**config.mk**
```make
export PLATFORM = sky130hd
export DESIGN_NAME = vga_cell_sampler_flat
export DESIGN_NICKNAME = d
export VERILOG_FILES = /design/src/rtl/vga_cell_sampler_if.sv /design/src/rtl/vga_cell_sampler.sv /design/src/flat_wrapper.sv
export SDC_FILE = /design/constraint.sdc
export NUM_CORES = 1
export LEC_CHECK = 0
export ABC_AREA = 1
export BUFFER_PORTS_ARGS = -buffer_cell sky130_fd_sc_hd__buf_4
export CAP_MARGIN = 30
export CORE_ASPECT_RATIO = 1.1
export CORE_MARGIN = 10
export CORE_UTILIZATION = 50
export DETAILED_ROUTE_END_ITERATION = 7
export PLACE_DENSITY = 0.72
export SLEW_MARGIN = 15
export SYNTH_ARGS = -nofsm -noshare
export SYNTH_HDL_FRONTEND = slang
export SYNTH_SLANG_ARGS = --single-unit
export TNS_END_PERCENT = 5
```
**constraint.sdc**
```tcl
create_clock -name CLOCK_50 -period 6.1 [get_ports CLOCK_50]
set_input_delay 0.61 -clock CLOCK_50 [delete_from_list [all_inputs] [get_ports CLOCK_50]]
set_output_delay 0.61 -clock CLOCK_50 [all_outputs]
set_load 0.02 [all_outputs]
```
**src/rtl/vga_cell_sampler_if.sv**
```systemverilog
`default_nettype none
// ============================================================================
// Module      : vga_cell_sampler_if
// Description : Request, pixel-stream and result bundle of the cell sampler.
//               master = sequencer / VGA side (drives req, X, Y and the
//               scanned pixel), slave = the sampler (drives the result).
//   req        start pulse, X/Y captured with it
//   X, Y       cell origin column / row
//   VGA_X/Y    coordinate of the pixel being scanned out
//   VGA_COLOR  24-bit colour of that pixel
//   plot       VGA_X, VGA_Y, VGA_COLOR valid this cycle
//   busy, done, cell_state, uniform, error, white_cnt, blue_cnt : result
// Revision    : 1.0 - initial release
// ============================================================================
interface vga_cell_sampler_if;
  logic        req;
  logic [9:0]  X;
  logic [8:0]  Y;
  logic [9:0]  VGA_X;
  logic [8:0]  VGA_Y;
  logic [23:0] VGA_COLOR;
  logic        plot;
  logic        busy;
  logic        done;
  logic        cell_state;
  logic        uniform;
  logic        error;
  logic [9:0]  white_cnt;
  logic [9:0]  blue_cnt;

  modport master (
    output req, X, Y, VGA_X, VGA_Y, VGA_COLOR, plot,
    input  busy, done, cell_state, uniform, error, white_cnt, blue_cnt
  );

  modport slave (
    input  req, X, Y, VGA_X, VGA_Y, VGA_COLOR, plot,
    output busy, done, cell_state, uniform, error, white_cnt, blue_cnt
  );
endinterface
`default_nettype wire

```
**src/rtl/vga_cell_sampler.sv**
```systemverilog
`default_nettype none
// ============================================================================
// Module      : vga_cell_sampler
// Description : Samples one SIZE x SIZE grid cell from the scanned-out VGA
//               pixel stream, counts white and blue pixels and reports
//               whether the cell reads as on (white majority) or off.
//   CLOCK_50   system clock, rising edge
//   Reset      synchronous active-high reset
//   bus        vga_cell_sampler_if.slave (request, pixel stream, result)
// Revision    : 1.0 - initial release
// ============================================================================
module vga_cell_sampler #(
  parameter int unsigned SIZE  = 31,
  parameter logic [23:0] WHITE = 24'hFFFFFF,
  parameter logic [23:0] BLUE  = 24'h0000FF,
  parameter int unsigned H_MAX = 639,
  parameter int unsigned V_MAX = 479
) (
  input wire logic          CLOCK_50,
  input wire logic          Reset,
  vga_cell_sampler_if.slave bus
);

  localparam logic [10:0] c_SPAN    = 11'(SIZE - 1);
  localparam logic [10:0] c_H_MAX   = 11'(H_MAX);
  localparam logic [10:0] c_V_MAX   = 11'(V_MAX);
  localparam logic [9:0]  c_AREA    = 10'(SIZE * SIZE);
  localparam logic [9:0]  c_HALF    = 10'((SIZE * SIZE) / 2);
  localparam logic [9:0]  c_CNT_MAX = 10'h3FF;

  typedef enum logic [1:0] {
    IDLE     = 2'd0,
    WAIT_SOF = 2'd1,
    SCAN     = 2'd2,
    DONE     = 2'd3
  } state_t;

  state_t      r_state;
  state_t      w_state_nxt;

  logic [9:0]  r_ox;
  logic [8:0]  r_oy;
  logic [9:0]  r_white;
  logic [9:0]  r_blue;
  logic        r_cell_state;
  logic        r_uniform;
  logic        r_error;
  logic [9:0]  r_white_cnt;
  logic [9:0]  r_blue_cnt;

  logic [10:0] w_req_x_end;
  logic [10:0] w_req_y_end;
  logic        w_req_bad;
  logic [10:0] w_x_end;
  logic [10:0] w_y_end;
  logic        w_sof;
  logic        w_in_win;
  logic        w_last;
  logic        w_accept;
  logic        w_reject;
  logic        w_eval;
  logic        w_restart;
  logic        w_finish;
  logic [9:0]  w_white_nxt;
  logic [9:0]  w_blue_nxt;

  // Window extents are formed at 11 bits so an origin near the screen edge
  // cannot wrap back into range.
  assign w_req_x_end = {1'b0, bus.X} + c_SPAN;
  assign w_req_y_end = {2'b0, bus.Y} + c_SPAN;
  assign w_req_bad   = (w_req_x_end > c_H_MAX) || (w_req_y_end > c_V_MAX);

  assign w_x_end  = {1'b0, r_ox} + c_SPAN;
  assign w_y_end  = {2'b0, r_oy} + c_SPAN;
  assign w_sof    = bus.plot && (bus.VGA_X == 10'd0) && (bus.VGA_Y == 9'd0);
  assign w_in_win = (bus.VGA_X >= r_ox) && ({1'b0, bus.VGA_X} <= w_x_end) &&
                    (bus.VGA_Y >= r_oy) && ({2'b0, bus.VGA_Y} <= w_y_end);
  assign w_last   = ({1'b0, bus.VGA_X} == w_x_end) && ({2'b0, bus.VGA_Y} == w_y_end);

  always_ff @(posedge CLOCK_50) begin
    if (Reset) begin
      r_state <= IDLE;
    end else begin
      r_state <= w_state_nxt;
    end
  end

  always_comb begin
    w_state_nxt = r_state;
    w_accept    = 1'b0;
    w_reject    = 1'b0;
    w_eval      = 1'b0;
    w_restart   = 1'b0;
    w_finish    = 1'b0;
    case (r_state)
      IDLE: begin
        if (bus.req) begin
          if (w_req_bad) begin
            w_reject    = 1'b1;
            w_state_nxt = DONE;
          end else begin
            w_accept    = 1'b1;
            w_state_nxt = WAIT_SOF;
          end
        end
      end
      // The start-of-frame pixel itself belongs to the frame being sampled.
      WAIT_SOF: begin
        if (w_sof) begin
          w_restart   = 1'b1;
          w_eval      = 1'b1;
          w_state_nxt = SCAN;
        end
      end
      // A new start-of-frame mid-window means the previous frame was cut
      // short; counting restarts from this frame.
      SCAN: begin
        if (bus.plot) begin
          w_restart = w_sof;
          w_eval    = 1'b1;
        end
      end
      DONE: begin
        w_state_nxt = IDLE;
      end
      default: begin
        w_state_nxt = IDLE;
      end
    endcase
    if (w_eval && w_in_win && w_last) begin
      w_finish    = 1'b1;
      w_state_nxt = DONE;
    end
  end

  // Counter values including the pixel on the bus this cycle, so the final
  // pixel is already part of the result captured on the finishing edge.
  always_comb begin
    w_white_nxt = w_restart ? 10'd0 : r_white;
    w_blue_nxt  = w_restart ? 10'd0 : r_blue;
    if (w_eval && w_in_win) begin
      if (bus.VGA_COLOR == WHITE) begin
        if (w_white_nxt != c_CNT_MAX) begin
          w_white_nxt = w_white_nxt + 10'd1;
        end
      end else if (bus.VGA_COLOR == BLUE) begin
        if (w_blue_nxt != c_CNT_MAX) begin
          w_blue_nxt = w_blue_nxt + 10'd1;
        end
      end
    end
  end

  always_ff @(posedge CLOCK_50) begin
    if (Reset) begin
      r_ox         <= 10'd0;
      r_oy         <= 9'd0;
      r_white      <= 10'd0;
      r_blue       <= 10'd0;
      r_cell_state <= 1'b0;
      r_uniform    <= 1'b0;
      r_error      <= 1'b0;
      r_white_cnt  <= 10'd0;
      r_blue_cnt   <= 10'd0;
    end else begin
      if (w_accept) begin
        r_ox    <= bus.X;
        r_oy    <= bus.Y;
        r_white <= 10'd0;
        r_blue  <= 10'd0;
      end else if (w_eval) begin
        r_white <= w_white_nxt;
        r_blue  <= w_blue_nxt;
      end

      if (w_reject) begin
        r_error      <= 1'b1;
        r_white_cnt  <= 10'd0;
        r_blue_cnt   <= 10'd0;
        r_cell_state <= 1'b0;
        r_uniform    <= 1'b0;
      end else if (w_finish) begin
        r_error      <= 1'b0;
        r_white_cnt  <= w_white_nxt;
        r_blue_cnt   <= w_blue_nxt;
        r_cell_state <= (w_white_nxt > c_HALF);
        r_uniform    <= (w_white_nxt == c_AREA) || (w_blue_nxt == c_AREA);
      end
    end
  end

  assign bus.busy       = (r_state == WAIT_SOF) || (r_state == SCAN);
  assign bus.done       = (r_state == DONE);
  assign bus.cell_state = r_cell_state;
  assign bus.uniform    = r_uniform;
  assign bus.error      = r_error;
  assign bus.white_cnt  = r_white_cnt;
  assign bus.blue_cnt   = r_blue_cnt;

endmodule
`default_nettype wire
```
**src/flat_wrapper.sv**
```systemverilog
// flat-port wrapper written by rule: the top's interface ports become plain ports
module vga_cell_sampler_flat 
#(
  parameter int unsigned SIZE  = 31,
  parameter logic [23:0] WHITE = 24'hFFFFFF,
  parameter logic [23:0] BLUE  = 24'h0000FF,
  parameter int unsigned H_MAX = 639,
  parameter int unsigned V_MAX = 479
)
  (CLOCK_50, Reset, bus_req, bus_X, bus_Y, bus_VGA_X, bus_VGA_Y, bus_VGA_COLOR, bus_plot, bus_busy, bus_done, bus_cell_state, bus_uniform, bus_error, bus_white_cnt, bus_blue_cnt);
  vga_cell_sampler_if bus_i ();
  input wire logic CLOCK_50;
  input wire logic Reset;
  input wire logic [$bits(bus_i.req)-1:0] bus_req;
  input wire logic [$bits(bus_i.X)-1:0] bus_X;
  input wire logic [$bits(bus_i.Y)-1:0] bus_Y;
  input wire logic [$bits(bus_i.VGA_X)-1:0] bus_VGA_X;
  input wire logic [$bits(bus_i.VGA_Y)-1:0] bus_VGA_Y;
  input wire logic [$bits(bus_i.VGA_COLOR)-1:0] bus_VGA_COLOR;
  input wire logic [$bits(bus_i.plot)-1:0] bus_plot;
  output wire logic [$bits(bus_i.busy)-1:0] bus_busy;
  output wire logic [$bits(bus_i.done)-1:0] bus_done;
  output wire logic [$bits(bus_i.cell_state)-1:0] bus_cell_state;
  output wire logic [$bits(bus_i.uniform)-1:0] bus_uniform;
  output wire logic [$bits(bus_i.error)-1:0] bus_error;
  output wire logic [$bits(bus_i.white_cnt)-1:0] bus_white_cnt;
  output wire logic [$bits(bus_i.blue_cnt)-1:0] bus_blue_cnt;
  assign bus_i.req = bus_req;
  assign bus_i.X = bus_X;
  assign bus_i.Y = bus_Y;
  assign bus_i.VGA_X = bus_VGA_X;
  assign bus_i.VGA_Y = bus_VGA_Y;
  assign bus_i.VGA_COLOR = bus_VGA_COLOR;
  assign bus_i.plot = bus_plot;
  assign bus_busy = bus_i.busy;
  assign bus_done = bus_i.done;
  assign bus_cell_state = bus_i.cell_state;
  assign bus_uniform = bus_i.uniform;
  assign bus_error = bus_i.error;
  assign bus_white_cnt = bus_i.white_cnt;
  assign bus_blue_cnt = bus_i.blue_cnt;
  vga_cell_sampler #(.SIZE(SIZE), .WHITE(WHITE), .BLUE(BLUE), .H_MAX(H_MAX), .V_MAX(V_MAX)) u_core (.CLOCK_50(CLOCK_50), .Reset(Reset), .bus(bus_i));
endmodule
```
# After elaboration in Yosys (flattened, before gate mapping)
# Index checks and enable logic that the tools add are counted.
# classes
div,0
mul,0
reduce_logical,19
magnitude_cmp,7
shift,0
bitwise_logic,0
mux,28
eq_ne,13
n_addsub,6
# op_table
cell,n
$mux W10,9
$eq A24 B24 Y1 const B,1
$eq A24 B8 Y1 const B,1
$add A10 B5 Y11 const B,2
$add A10 B1 Y10 const B,2
$add A9 B5 Y10 const B,2
$eq A10 B10 Y1 const B,2
$ne A10 B10 Y1 const B,2
$mux W1,12
$eq A10 B11 Y1,1
$eq A9 B11 Y1,1
$gt A11 B10 Y1 const B,1
$gt A11 B9 Y1 const B,1
$le A10 B11 Y1,1
$le A9 B11 Y1,1
$ge A10 B10 Y1,1
$gt A10 B9 Y1 const B,1
$logic_not A10 Y1,1
$ge A9 B9 Y1,1
$logic_not A9 Y1,1
$logic_and A1 B1 Y1,8
$mux W2,4
$pmux W2 S3,1
$eq A2 B2 Y1 const B,2
10 further kinds,14
# word_totals
latchBits,0
reg_bits,64
mem_count,0
rom_bits,0
mem_bits_rw,0

# Depth between registers and ports, before layout
# Gate-level depths: netlist of run 1.
# logic_depth
depth_word,13
depth_mapped,27

# Worst setup path after synthesis of run 1
# Ideal clock, no wire load.
# synth_path
path_type,reg2reg
startpoint,register u_core.r_state[0]
endpoint,"register u_core.r_uniform, in the netlist u_core.bus.uniform"
stages_incl_launch_ff,23
required_time_ps,5991
slack_ps,3149
path_buffers,1
synth_period_minus_slack_ps,2951
arrival_ps,2842
cell_sequence,dfxtp_1 > inv_1 > ha_1 > o21a_1 > nand4_4 > buf_4 > nand2_1 > inv_1 > ha_1 > nand2_1 > inv_1 > nand3_1 > nor2_2 > nand3_2 > nand2_1 > inv_2 > nand3_2 > xor2_1 > nor2_2 > nand3_2 > nand3_2 > nand2_1 > inv_1
# synth_between
elab_chain_len,10
word_cells_on_any_way,26
classes_between,2 x add/sub; 6 x eq/ne; 13 x mux; 5 x reduce/logical
# synth_rtl
item,line,rtl
"start, declared",vga_cell_sampler.sv:38,state_t r_state;
"start signal, assigned",vga_cell_sampler.sv:84,r_state <= w_state_nxt;
$eq A2 B2 Y1 or $eq A2 B1 Y1 (tied branches),vga_cell_sampler.sv:95,case (r_state)
$pmux W1 S2,vga_cell_sampler.sv:95,
$mux W10,vga_cell_sampler.sv:140,w_blue_nxt = w_restart ? 10'd0 : r_blue;
$add A10 B1 Y10 or $ne A10 B10 Y1 (tied branches),"vga_cell_sampler.sv:148, vga_cell_sampler.sv:147",
$mux W10,vga_cell_sampler.sv:147,if (w_blue_nxt != c_CNT_MAX) begin
$mux W10,vga_cell_sampler.sv:146,end else if (bus.VGA_COLOR == BLUE) begin
$mux W10,vga_cell_sampler.sv:142,if (bus.VGA_COLOR == WHITE) begin
$mux W10,vga_cell_sampler.sv:141,if (w_eval && w_in_win) begin
$eq A10 B10 Y1,vga_cell_sampler.sv:187,r_uniform <= (w_white_nxt == c_AREA) || (w_blue_nxt == c_AREA);
$logic_or A1 B1 Y1,vga_cell_sampler.sv:187,
"end signal, assigned",vga_cell_sampler.sv:187,
"end, declared",vga_cell_sampler.sv:46,logic r_uniform;
# Several ways; a longest one is shown, not always the timed one.
# A chain may end at the register's enable or synchronous reset.

# Worst setup path in the final report of run 1
# layout_path
startpoint,register u_core.r_oy[3]
endpoint,"register u_core.r_uniform, in the netlist u_core.bus.uniform"
# layout_between
elab_chain_len,7
word_cells_on_any_way,15
classes_between,1 x add/sub; 2 x order compare; 3 x eq/ne; 3 x mux; 6 x reduce/logical
# layout_rtl
item,line,rtl
"start, declared",vga_cell_sampler.sv:42,logic [8:0] r_oy;
"start signal, assigned",vga_cell_sampler.sv:168,r_oy <= bus.Y;
$add A9 B5 Y10 or $ge A9 B9 Y1 (tied branches),"vga_cell_sampler.sv:74, vga_cell_sampler.sv:77",
$le A9 B11 Y1 or $logic_and A1 B1 Y1 (tied branches),"vga_cell_sampler.sv:77, vga_cell_sampler.sv:76",
$logic_and A1 B1 Y1,vga_cell_sampler.sv:77,"(bus.VGA_Y >= r_oy) && ({2'b0, bus.VGA_Y} <= w_y_end);"
$logic_and A1 B1 Y1,"vga_cell_sampler.sv:130, vga_cell_sampler.sv:141",
$mux W10,vga_cell_sampler.sv:141,
$eq A10 B10 Y1,vga_cell_sampler.sv:187,
$logic_or A1 B1 Y1,vga_cell_sampler.sv:187,
# Several ways; a longest one is shown, not always the timed one.

==> flow_summary.toml, run 1 <==
[status]
status = "finished clean"

[sta]
whs_ns = 0.484
fmax_ghz = 0.277
post-route-period-util = 0.593
slew_headroom = 0.486
slew_viol_final = 0
setup_ws_ns = 2.48
hold_viol = 0
fin_crit_ns = 3.62
setup_viol = 0
setup-tns-final_ns = 0
max_slew.worst_pin.slew_ns = 0.768
grt_setup_unrepaired = "false"
fin_skew_ns = 0.00979

[layout]
antenna_cells = 0
final_cell_mix = "nand2_1, inv_1, nor2_1"
layout.cells.most_common = "nand2_1"
drive_above_1_share = 0.190
nets = 1008
layoutNonFillerInstCount = 1044
syn_to_final_growth_pct = 20.6

[yosys]
yosysTopAreaCellShare = 0.241
syn_area_um2 = 5310
yosys.cell_types.count = 45
yosys_warnings = 0
synth_top_area_cell = "dfxtp_1"
syn_nets = 919
synthTopCellsByArea = "dfxtp_1, nand2_1, ha_1"
synthCells = 807
syn_area_per_cell_um2 = 6.58
ys_seq_area_frac = 0.241
synth_seq_cells = 64

[cts]
cts_hold_buf = 0
clk_latency_ns = 0.33
cts_root_buf = "clkbuf_16"
cts_resized = 0
cts_sinks = 64
path_clk_slew_ns = 0.06
cts_htree_levels = 3
tritoncts = "done"
cts_setup_buffers = 0
clk_path_buf_depth = 2
numCtsBuffers = 9

[pwr]
p_int_uw = 985
total_power_mw = 1.57
power_leakage_nw = 3.10
comb_power_share = 0.360
p_per_area_nw_per_um2 = 244
vdd_ir_drop_max_v = 0.000168
sw_frac_of_total = 0.370
p_sw_uw = 580
pwr-share-seq = 0.307
clkPwrFrac = 0.333

[critical_path]
cp-end-kind = "flop"
critPathMaxFanout = 35
startpoint_type = "flop"
cp.required_ns = 6.39
crit_type = "reg2reg"
crit_arrival_ns = 3.90

[global_route]
met2_usage = 0.364
grt_max_degree = 36
grt_busiest_layer = "met2"
use_met1 = 0.214
grt_pass1_vias = 5299
grtUsageMet3 = 0.0357
grt_pass1_wl_um = 24700
antenna_found_initial = 0
overflow = 0
track_usage = 0.193

[die]
die_w_um = 118
start_util = 0.511
rows = 39
die-area_um2 = 15200
core_area_um2 = 10400
ios = 91
die_h_um = 128

[placed_design]
place_inst = 1028
gp_congestion = 0.939
place_ws_ns = 2.25
hpwlAfterDp_um = 12300
io_buffers = 90

[drt]
routed_via_density = 5.14
dr.first_iter.drc_count = 254
dr.pass1.iters = 6
vias = 5370
route.detailed.drc = 0
wire_per_inst_um = 14.1
drtAntennaViolNets = 0
routed_wl_um = 14700

[worst_hold_path]
holdCritPathClass = "in2reg"

[job]
maxCapViolations = 0
==> through the flow <==
| stage | cell area (um2) | utilization |
|---|---|---|
| 2_1_floorplan | 5310 | - |
| 3_3_place_gp | 6100 | 0.587 |
| 3_5_place_dp | 6110 | 0.588 |
| 4_1_cts | 6410 | 0.617 |
| 5_1_grt | 6410 | 0.617 |
| 6_report | 6410 | 0.617 |
==> metal layers <==
metal / vias to the layer above / part of all wire
met5: - / 0
met4: 0 / 0.018
met3: 19 / 0.045
met2: 150 / 0.51
met1: 2412 / 0.43
li1: 2789 / -
==> path summary, 6_finish.rpt <==
kind / from / end / slack (ns) / cells after the start
setup reg to reg: u_core.r_oy[3] / u_core.bus.uniform / 2.48 / 22
hold / removal: Reset / u_core.r_state[0] / 0.48 / 2
setup / recovery: u_core.r_oy[3] / u_core.bus.uniform / 2.48 / 22
hold reg to reg: u_core.bus.white_cnt[3] / u_core.bus.white_cnt[3] / 0.51 / 2
==> Yosys cell counts, drive strengths merged <==
master	count
xor2	12
ha	46
o21ai	50
nor2	121
a21boi	1
o211ai	11
o2111ai	1
nand3b	4
nand4	25
clkbuf	5
and2	2
nor3b	2
buf	8
o21a	4
nor4b	1
a41oi	1
nor3	12
a21oi	49
or2	1
dfxtp	64
nand3	54
clkinv	2
xnor2	7
inv	123
nand2	201
==> kinds of logic (layout without fill, tap and decap cells) <==
logic type	count (synthesis)	count (layout)	synth area share
compound gates	117	117	0.121
flops	64	64	0.241
simple gates	423	423	0.394
xor+xnor	19	19	0.0327
buf+inv	138	232	0.102
fa+ha+maj	46	46	0.108
==> area by class of cell <==
class / instances / area [um2]
clock buffers: 9 / 225
clock inverters: 7 / 78.8
fillers: 965 / 3980
inverters: 125 / 474
multi-input cells: 605 / 3490
flip-flops and latches: 64 / 1280
well taps: 143 / 179
repair buffers: 91 / 683
==> flip-flops by register name (all words and copies together) (netlist names), 2 cells and up <==
register / cells
u_core.bus.blue_cnt: 10
u_core.bus.white_cnt: 10
u_core.r_oy: 9
u_core.r_ox: 10
u_core.r_white: 10
u_core.r_blue: 10
u_core.r_state: 2
==> worst max-delay path, stage by stage, from the launching register on <==
cell and delay [ns]:
dfxtp_1 0.37, inv_1 0.10, nand3_1 0.13, o21ai_0 0.11, or2_2 0.30, nor2_1 0.12, xor2_1 0.16, ha_1 0.27
nand2_1 0.07, inv_1 0.03, o21ai_1 0.10, nand2_1 0.07, nor2_2 0.12, nor2_4 0.08, nor2_8 0.14, nand4_4 0.17
nor2_4 0.56, nand2_1 0.20, nor2_1 0.19, nand3_2 0.10, nand3_2 0.07, nand2_1 0.04, inv_1 0.05
==> power groups by stage <==
stage	clock [mW]	combinational [mW]	sequential (mW)
3_5_place_dp	0	0.560	0.490
3_3_place_gp	0	0.548	0.489
6_report	0.522	0.563	0.481
5_1_grt	0.544	0.642	0.486
4_1_cts	0.527	0.564	0.481
2_1_floorplan	0	0.409	0.484
No activity file was read; power rests on OpenSTA's default activity.
==> run 2: changes to the inputs <==
--- a/config.mk
+++ b/config.mk
@@ -12,7 +12,7 @@
 export CORE_MARGIN = 10
 export CORE_UTILIZATION = 50
 export DETAILED_ROUTE_END_ITERATION = 7
-export PLACE_DENSITY = 0.72
+export PLACE_DENSITY = 0.75
 export SLEW_MARGIN = 15
 export SYNTH_ARGS = -nofsm -noshare
 export SYNTH_HDL_FRONTEND = slang
==> constraint.sdc (replaced) <==
create_clock -name CLOCK_50 -period 3.1 [get_ports CLOCK_50]
set_input_delay 0.31 -clock CLOCK_50 [delete_from_list [all_inputs] [get_ports CLOCK_50]]
set_output_delay 0.31 -clock CLOCK_50 [all_outputs]
set_load 0.02 [all_outputs]
==> flow_summary.toml, run 2 (same netlist as run 1, synthesis figures left out) <==
[critical_path]
worst-r2r-setup-slack_ns = 0.006
crit_arrival_ns = 3.38
critPathMaxFanout = 7
cp-end-kind = "flop"
path_cells = "inv_1, buf_4, ha_2, nand2_2, xor2_1, ha_1, nand2_1, inv_1, nand2_1, nand2_1, nand3_1, nand2_1, nor2_2, nor2_4, nor2_8, nand4_4, nor2_4, buf_4, nand3_1, nor2_1, nand2_1, nand3_2, nand2_1, inv_1"
rr_startpoint = "u_core.r_oy[2]"
crit_type = "reg2reg"
crit_buf_inv = 5
timing.rr.end = "u_core.bus.uniform"
startpoint_type = "flop"
slowest_delay_ns = 0.30
cp_top_family = "simple AND/OR/NAND/NOR gates"
rr_worst_depth = 24
cp.required_ns = 3.39
crit_top_cell = "nand2_1"
slowest_stage = "dfxtp_1"

[drt]
routed_wl_um = 15500
route.detailed.drc = 0
vias = 5587
wire_per_inst_um = 14.2
dr.first_iter.drc_count = 251
dr.pass1.iters = 5
drtAntennaViolNets = 0
routed_via_density = 5.13

[sta]
whs_ns = 0.172
hold_viol = 0
setup-tns-final_ns = 0
slew_viol_final = 0
fmax_ghz = 0.323
grt_setup_unrepaired = "true"
setup_ws_ns = 0.00599
max_slew.worst_pin.slew_ns = 0.817
post-route-period-util = 0.998
fin_crit_ns = 3.09
setup_viol = 0
fin_skew_ns = 0.00672
slew_headroom = 0.451

[die]
ios = 91
die_w_um = 118
die-area_um2 = 15200
core_area_um2 = 10400
start_util = 0.511
rows = 39
die_h_um = 128

[worst_hold_path]
worstHoldPathCells = 2
hp-start = "Reset"
hold-path-endpoint = "u_core.r_state[1]"
holdCritPathClass = "in2reg"

[layout]
final_cell_mix = "nand2_1, buf_4, inv_1"
design_area_um2 = 6920
n_fill_cell = 932
antenna_cells = 0
layoutNonFillerInstCount = 1089
layout.cells.most_common = "nand2_1"
utilization = 0.665
drive_above_1_share = 0.257
syn_to_final_growth_pct = 30.1
nets = 1053

[pwr]
total_power_mw = 3.39
p_per_area_nw_per_um2 = 491
power_leakage_nw = 3.36
pwr-share-seq = 0.279
p_sw_mw = 1.18
clkPwrFrac = 0.347
vdd_ir_drop_max_v = 0.000320
comb_power_share = 0.373
sw_frac_of_total = 0.349
p_int_mw = 2.21

[cts]
clk_latency_ns = 0.34
path_clk_slew_ns = 0.06
cts_htree_levels = 3
tritoncts = "done"
numCtsBuffers = 9
cts_root_buf = "clkbuf_16"
clk_path_buf_depth = 2
cts_sinks = 64

[global_route]
grt_pass1_vias = 5426
antenna_found_initial = 0
overflow = 0
track_usage = 0.196
grt_max_degree = 26
grt_pass1_wl_um = 24700

[placed_design]
place_ws_ns = 0.0168
place_inst = 1066
hpwlAfterDp_um = 12600
io_buffers = 90
placed_cell_area_um2 = 6390
gp_congestion = 0.948

[job]
maxCapViolations = 0

[status]
status = "finished clean"
run 2: power by group through the flow:
stage	clock (mW)	combinational [mW]	sequential, mW
floorplan	0	0.806	0.953
CTS	1.17	1.21	0.940
global route	1.22	1.43	0.954
finish	1.18	1.27	0.948
detailed placement	0	1.20	0.956
global placement	0	1.19	0.954
run 2: repair_timing:
| item | in CTS | in global routing |
|---|---|---|
| hold buffers | 0 | 0 |
| pin swaps | 1 | 17 |
| resized for setup | 1 | 39 |
| setup buffers | 1 | 6 |
| setup endpoints to repair | 1 | 32 |
run 2: worst max-delay path by stage:
| stage | endpoint | startpoint | slack, ns | depth (start not counted) |
|---|---|---|---|---|
| floorplan | u_core.bus.uniform | u_core.r_state[0] | 0.15 | 22 |
| global placement | u_core.bus.uniform | u_core.r_state[0] | 0.03 | 23 |
| detailed placement | u_core.bus.uniform | u_core.r_state[0] | 0.02 | 23 |
| CTS | u_core.bus.uniform | u_core.r_oy[3] | 0.005 | 24 |
| global route | u_core.bus.blue_cnt[3] | u_core.r_ox[1] | -0.20 | 21 |
| finish | u_core.bus.uniform | u_core.r_oy[2] | 0.006 | 24 |
run 2: worst reg2reg max path, cell delays in order, from the launching register on:
cell and delay [ns]:
dfxtp_1 0.30, inv_1 0.08, buf_4 0.12, ha_2 0.21, nand2_2 0.07, xor2_1 0.14
ha_1 0.29, nand2_1 0.11, inv_1 0.04, nand2_1 0.05, nand2_1 0.05, nand3_1 0.07
nand2_1 0.06, nor2_2 0.15, nor2_4 0.08, nor2_8 0.17, nand4_4 0.17, nor2_4 0.25
buf_4 0.15, nand3_1 0.07, nor2_1 0.14, nand2_1 0.09, nand3_2 0.06, nand2_1 0.05
inv_1 0.05
run 2: area by class of cell:
class / count / area [um2] / share of cell area
Clock buffer: 9 / 225 / 0.0326
Clock inverter: 7 / 118 / 0.0170
Inverter: 125 / 474 / 0.0686
Multi-Input combinational cell: 605 / 3600 / 0.521
Sequential cell: 64 / 1290 / 0.187
Tap cell: 143 / 179 / 0.0259
Timing Repair Buffer: 136 / 1020 / 0.148
run 2: per-layer routing:
metal  vias to the layer above  global-route usage  routed length [um]
li1                       2888                   -                   -
met1                      2506               0.212                6440
met4                         0              0.0946                 486
met5                         -                   0                   0
met2                       152               0.355                7750
met3                        41              0.0454                 794
